===== src/rtl/rf_wb_arbiter.sv =====
// Register-file write-port arbiter: pipeline writeback always wins, long-latency
// results wait in a small FIFO and drain in idle slots, with a busy scoreboard.
module rf_wb_arbiter #(
    parameter int DEPTH      = 4,
    parameter int STARVE_MAX = 8
) (
    input  logic                     clk,
    input  logic                     rst_n,
    input  logic                     wb_valid,
    input  logic [4:0]               wb_rd,
    input  logic [31:0]              wb_data,
    input  logic                     iss_valid,
    input  logic [4:0]               iss_rd,
    input  logic                     lq_valid,
    output logic                     lq_ready,
    input  logic [4:0]               lq_rd,
    input  logic [31:0]              lq_data,
    output logic                     rf_we,
    output logic [4:0]               rf_waddr,
    output logic [31:0]              rf_wdata,
    output logic [31:0]              busy,
    output logic                     drain_req,
    output logic [$clog2(DEPTH):0]   lq_count
);

    localparam int AW = $clog2(DEPTH);
    localparam int CW = AW + 1;
    localparam int SW = $clog2(STARVE_MAX + 1);

    logic [4:0]    r_rd_mem   [DEPTH];
    logic [31:0]   r_data_mem [DEPTH];
    logic [AW-1:0] r_head;
    logic [AW-1:0] r_tail;
    logic [CW-1:0] r_count;
    logic [31:0]   r_busy;
    logic [SW-1:0] r_starve;
    logic          r_drain;

    logic          w_active;
    logic          w_nonempty;
    logic          w_deq;
    logic          w_enq;
    logic [4:0]    w_head_rd;
    logic [31:0]   w_busy_next;

    assign w_active   = wb_valid && (wb_rd != 5'd0);
    assign w_nonempty = (r_count != '0);
    assign w_deq      = !w_active && w_nonempty;
    assign lq_ready   = (r_count != CW'(DEPTH));
    // Writes to r0 are accepted so the producer never stalls, but never stored.
    assign w_enq      = lq_valid && lq_ready && (lq_rd != 5'd0);
    assign w_head_rd  = r_rd_mem[r_head];

    assign busy       = r_busy;
    assign drain_req  = r_drain;
    assign lq_count   = r_count;

    always_comb begin
        rf_we    = 1'b0;
        rf_waddr = 5'd0;
        rf_wdata = 32'd0;
        if (w_active) begin
            rf_we    = 1'b1;
            rf_waddr = wb_rd;
            rf_wdata = wb_data;
        end else if (w_nonempty) begin
            rf_we    = 1'b1;
            rf_waddr = w_head_rd;
            rf_wdata = r_data_mem[r_head];
        end
    end

    // Issue is applied after the clear so a same-edge set on that register wins.
    always_comb begin
        w_busy_next = r_busy;
        if (w_deq) begin
            w_busy_next[w_head_rd] = 1'b0;
        end
        if (iss_valid && (iss_rd != 5'd0)) begin
            w_busy_next[iss_rd] = 1'b1;
        end
        w_busy_next[0] = 1'b0;
    end

    always_ff @(posedge clk) begin
        if (w_enq) begin
            r_rd_mem[r_tail]   <= lq_rd;
            r_data_mem[r_tail] <= lq_data;
        end
    end

    always_ff @(posedge clk or negedge rst_n) begin
        if (!rst_n) begin
            r_head   <= '0;
            r_tail   <= '0;
            r_count  <= '0;
            r_busy   <= '0;
            r_starve <= '0;
            r_drain  <= 1'b0;
        end else begin
            if (w_enq) begin
                r_tail <= r_tail + 1'b1;
            end
            if (w_deq) begin
                r_head <= r_head + 1'b1;
            end
            if (w_enq && !w_deq) begin
                r_count <= r_count + 1'b1;
            end else if (w_deq && !w_enq) begin
                r_count <= r_count - 1'b1;
            end
            r_busy <= w_busy_next;
            if (!w_nonempty || w_deq) begin
                r_starve <= '0;
            end else if (r_starve != SW'(STARVE_MAX)) begin
                r_starve <= r_starve + 1'b1;
            end
            r_drain <= (r_starve == SW'(STARVE_MAX)) && !w_deq;
        end
    end

endmodule

===== config.mk =====
export PLATFORM = sky130hd
export DESIGN_NAME = rf_wb_arbiter
export DESIGN_NICKNAME = d
export VERILOG_FILES = /design/src/rtl/rf_wb_arbiter.sv
export SDC_FILE = /design/constraint.sdc
export NUM_CORES = 1
export LEC_CHECK = 0
export BUFFER_PORTS_ARGS = -buffer_cell sky130_fd_sc_hd__buf_4
export CAP_MARGIN = 20
export CORE_MARGIN = 1.5
export CORE_UTILIZATION = 25
export DETAILED_ROUTE_END_ITERATION = 8
export PLACE_DENSITY = 0.38
export SETUP_SLACK_MARGIN = 0.05
export SLEW_MARGIN = 15
export SYNTH_ARGS = -nofsm -noshare
export SYNTH_HDL_FRONTEND = slang
export SYNTH_SLANG_ARGS = --single-unit

===== constraint.sdc =====
create_clock -name clk -period 3.2 [get_ports clk]
set_input_delay 0.96 -clock clk [delete_from_list [all_inputs] [get_ports clk]]
set_output_delay 0.96 -clock clk [all_outputs]
set_load 0.01 [all_outputs]

==> impl_metrics.json <==
{
  "drive_above_1_share": 0.419,
  "dieArea_sq_um": 33300,
  "clock_skew_ns": 0.0208,
  "ant_nets": 0,
  "pwr-share-seq": 0.389,
  "synth-edff-count": 148,
  "start_util": 0.254,
  "p_leak_nw": 4.01,
  "cts_max_path_buffers": 2,
  "yosys.area_share.simple": 0.0883,
  "crit_required_ns": 2.24,
  "p_sw_w": 0.00320,
  "crit_path_top_delay_cell": "or3_4",
  "combPwrFrac": 0.386,
  "p_total_w": 0.00938,
  "die_h_microns": 182,
  "antenna_found_initial": 1,
  "path_class": "in2out",
  "ir_drop_mv": 0.343,
  "crit_family": "compound AO/OA/AOI/OAI gates",
  "powerDensity_nw_per_um2": 877,
  "synth_ff_type": "edfxtp_1",
  "routed_wl_mm": 21.3,
  "gp_congestion": 0.795,
  "viasPerCell": 4.57,
  "internal_power_w": 0.00618,
  "period_needed_ns": 3.30,
  "dp_hpwl_mm": 13.7,
  "placed_cells": 1058,
  "synth.distinct_cells": 45,
  "placed_area_sq_um": 9840,
  "worst_slack_ns": -0.0988,
  "violations": "setup timing",
  "clkSlewWorstSetupHoldPaths_ns": 0.08,
  "syn_area_per_cell_sq_um": 16.2,
  "syn_inst": 498,
  "synth.top_cells.by_count": "edfxtp_1, nor2_1, dfrtp_1, mux4_2, a22o_1",
  "synth_xor_area_frac": 0.00871,
  "hold_ws_ns": 0.521,
  "synth_fa_ha_area_frac": 0.0134,
  "seq_area_frac_synth": 0.686,
  "clockPowerShare": 0.226,
  "track_usage": 0.132,
  "first_iter_violations": 246,
  "io_pins": 159,
  "slew_headroom": 0.606,
  "synth_compound_area_frac": 0.0661,
  "cts-root-buf": "clkbuf_16",
  "p_sw_frac": 0.341,
  "synth.mux.area_fraction": 0.115,
  "synth_top_area_frac": 0.552,
  "grt_pass1_wl_mm": 32.5,
  "rsz0062_at_grt": "true",
  "status": "complete, but fails checks",
  "numPortBuffers": 157,
  "first_pass_iters": 4,
  "wl_per_cell_microns": 19.4,
  "finalHoldViolCount": 0,
  "synthTopCellsByArea": "edfxtp_1, dfrtp_1, mux4_2",
  "h-tree-depth": 4,
  "worst-path-buf-inv": 3,
  "critPathLaunchType": "input pin",
  "yosysTopAreaCell": "edfxtp_1",
  "die_x_microns": 182,
  "grt_max_degree": 44,
  "place_ws_ns": -0.126,
  "max_freq_mhz": 303,
  "synth_most_common_cell": "edfxtp_1",
  "area_growth_syn_to_layout_pct": 33.0,
  "final_area_sq_um": 10700,
  "fin_cells": 1098,
  "synthesis.area_sq_um": 8050,
  "clock-sinks": 191,
  "row_count": 65,
  "fp.coreArea_sq_um": 31600,
  "grt_pass1_vias": 5325,
  "critPathMaxStageDelay_ns": 0.37,
  "via_count": 5023,
  "tritoncts": "yes",
  "cts_made_buffers": 17,
  "finalSetupViolCount": 33,
  "clk_latency_ns": 0.43,
  "cp_max_fo": 17,
  "path_common_cell": "buf_6",
  "fin_crit_sh": 1.03,
  "max_cap_violations": 0,
  "synth_top_family_by_area": "multiplexers",
  "synth_nets": 590,
  "arrival_ns": 2.34,
  "grt-ovfl-total": 0,
  "synth-seq-cells": 191,
  "hp-class": "in2async",
  "yosys_warnings": 0,
  "path_cells": "buf_6 -> or3_4 -> o31a_4 -> buf_12 -> a22o_1 -> buf_6",
  "cp-end-kind": "primary output",
  "synth-async-reset-ratio": 0.225,
  "drv_slew": 0,
  "drc": 0,
  "worstMarginPinSlew_ns": 0.591,
  "fin_nets": 774
}
## cell usage in the layout (no fill, tap or decap), types with 7 or more instances in the layout
master / instances
edfxtp_1: 148
buf_4: 143
nor2_1: 92
dfrtp_1: 41
mux4_2: 36
buf_6: 35
a22o_1: 33
a31oi_1: 21
clkbuf_16: 17
nand2_1: 10
a21oi_1: 9
buf_12: 9
nor3_2: 7
ha_1: 7
## layer usage
| metal | part of all wire | track usage | up-vias |
|---|---|---|---|
| li1 | - | - | 2293 |
| met1 | 0.44 | 0.171 | 2567 |
| met2 | 0.49 | 0.218 | 153 |
| met3 | 0.062 | 0.0421 | 10 |
| met4 | 0.0099 | 0.0281 | 0 |
| met5 | 0 | 0 | - |
## power groups by stage
stage | Sequential, W | Combinational [W] | Clock, W
5_1_grt | 0.00371 | 0.00396 | 0.00228
3_5_place_dp | 0.00378 | 0.00340 | 0
2_1_floorplan | 0.00370 | 0.00199 | 0
6_report | 0.00364 | 0.00362 | 0.00212
3_3_place_gp | 0.00375 | 0.00337 | 0
4_1_cts | 0.00365 | 0.00370 | 0.00218
## logic make-up (layout without fill, tap and decap cells)
group | count (synthesis) | after routing
xor+xnor | 8 | 8
compound gates | 71 | 71
fa+ha+maj | 8 | 8
mux | 46 | 46
other cells | 1 | 2
buf+inv | 29 | 226
flops | 191 | 191
simple gates | 144 | 144
## flip-flops by register name (all words and copies together) (netlist names)
| signal | cells |
|---|---|
| busy | 31 |
| r_data_mem | 128 |
| r_rd_mem | 20 |
| r_starve | 4 |
| r_head | 2 |
| drain_req | 1 |
| lq_count | 3 |
| r_tail | 2 |
## final cells by class
class	count	area (sq um)
clock inverter	14	163
fill	3087	20900
multi-input combinational	278	2380
timing repair buffer	188	1680
clock buffer	18	429
antenna	1	2.50
sequential	191	5530
inverter	6	22.5
tap	402	503
## worst paths after layout
check,endpoint,slack [ns],startpoint,depth (start not counted)
worst max-delay path,rf_wdata[11],-0.1,wb_rd[0],6
worst min-delay path,busy[19]$_DFF_PN0_,0.52,rst_n,1
worst max register to register,lq_count[2]$_DFFE_PN0P_,0.72,lq_count[0]$_DFFE_PN0P_,10
worst min register to register,lq_count[2]$_DFFE_PN0P_,0.53,lq_count[2]$_DFFE_PN0P_,1
max in group asynchronous,r_head[0]$_DFFE_PN0N_,2.20,rst_n,1
min in group clk,lq_count[2]$_DFFE_PN0P_,0.53,lq_count[2]$_DFFE_PN0P_,1
## what timing repair did
action	in CTS	in global routing
setup buffers	6	0
gates cloned	1	0
resized for setup	37	3
endpoints found under the setup margin	37	36
hold buffers	0	0
pin swaps	1	1
## stage by stage
| stage | setup TNS [ns] | utilization |
|---|---|---|
| final | -2.78 | 0.338 |
| after CTS | -2.89 | 0.338 |
| after global routing | -4.33 | 0.338 |
| after global placement | -2.92 | 0.311 |
| after detailed placement | -3.79 | 0.311 |
| after floorplan | 0 | - |
(Power assumes the default switching activity.)
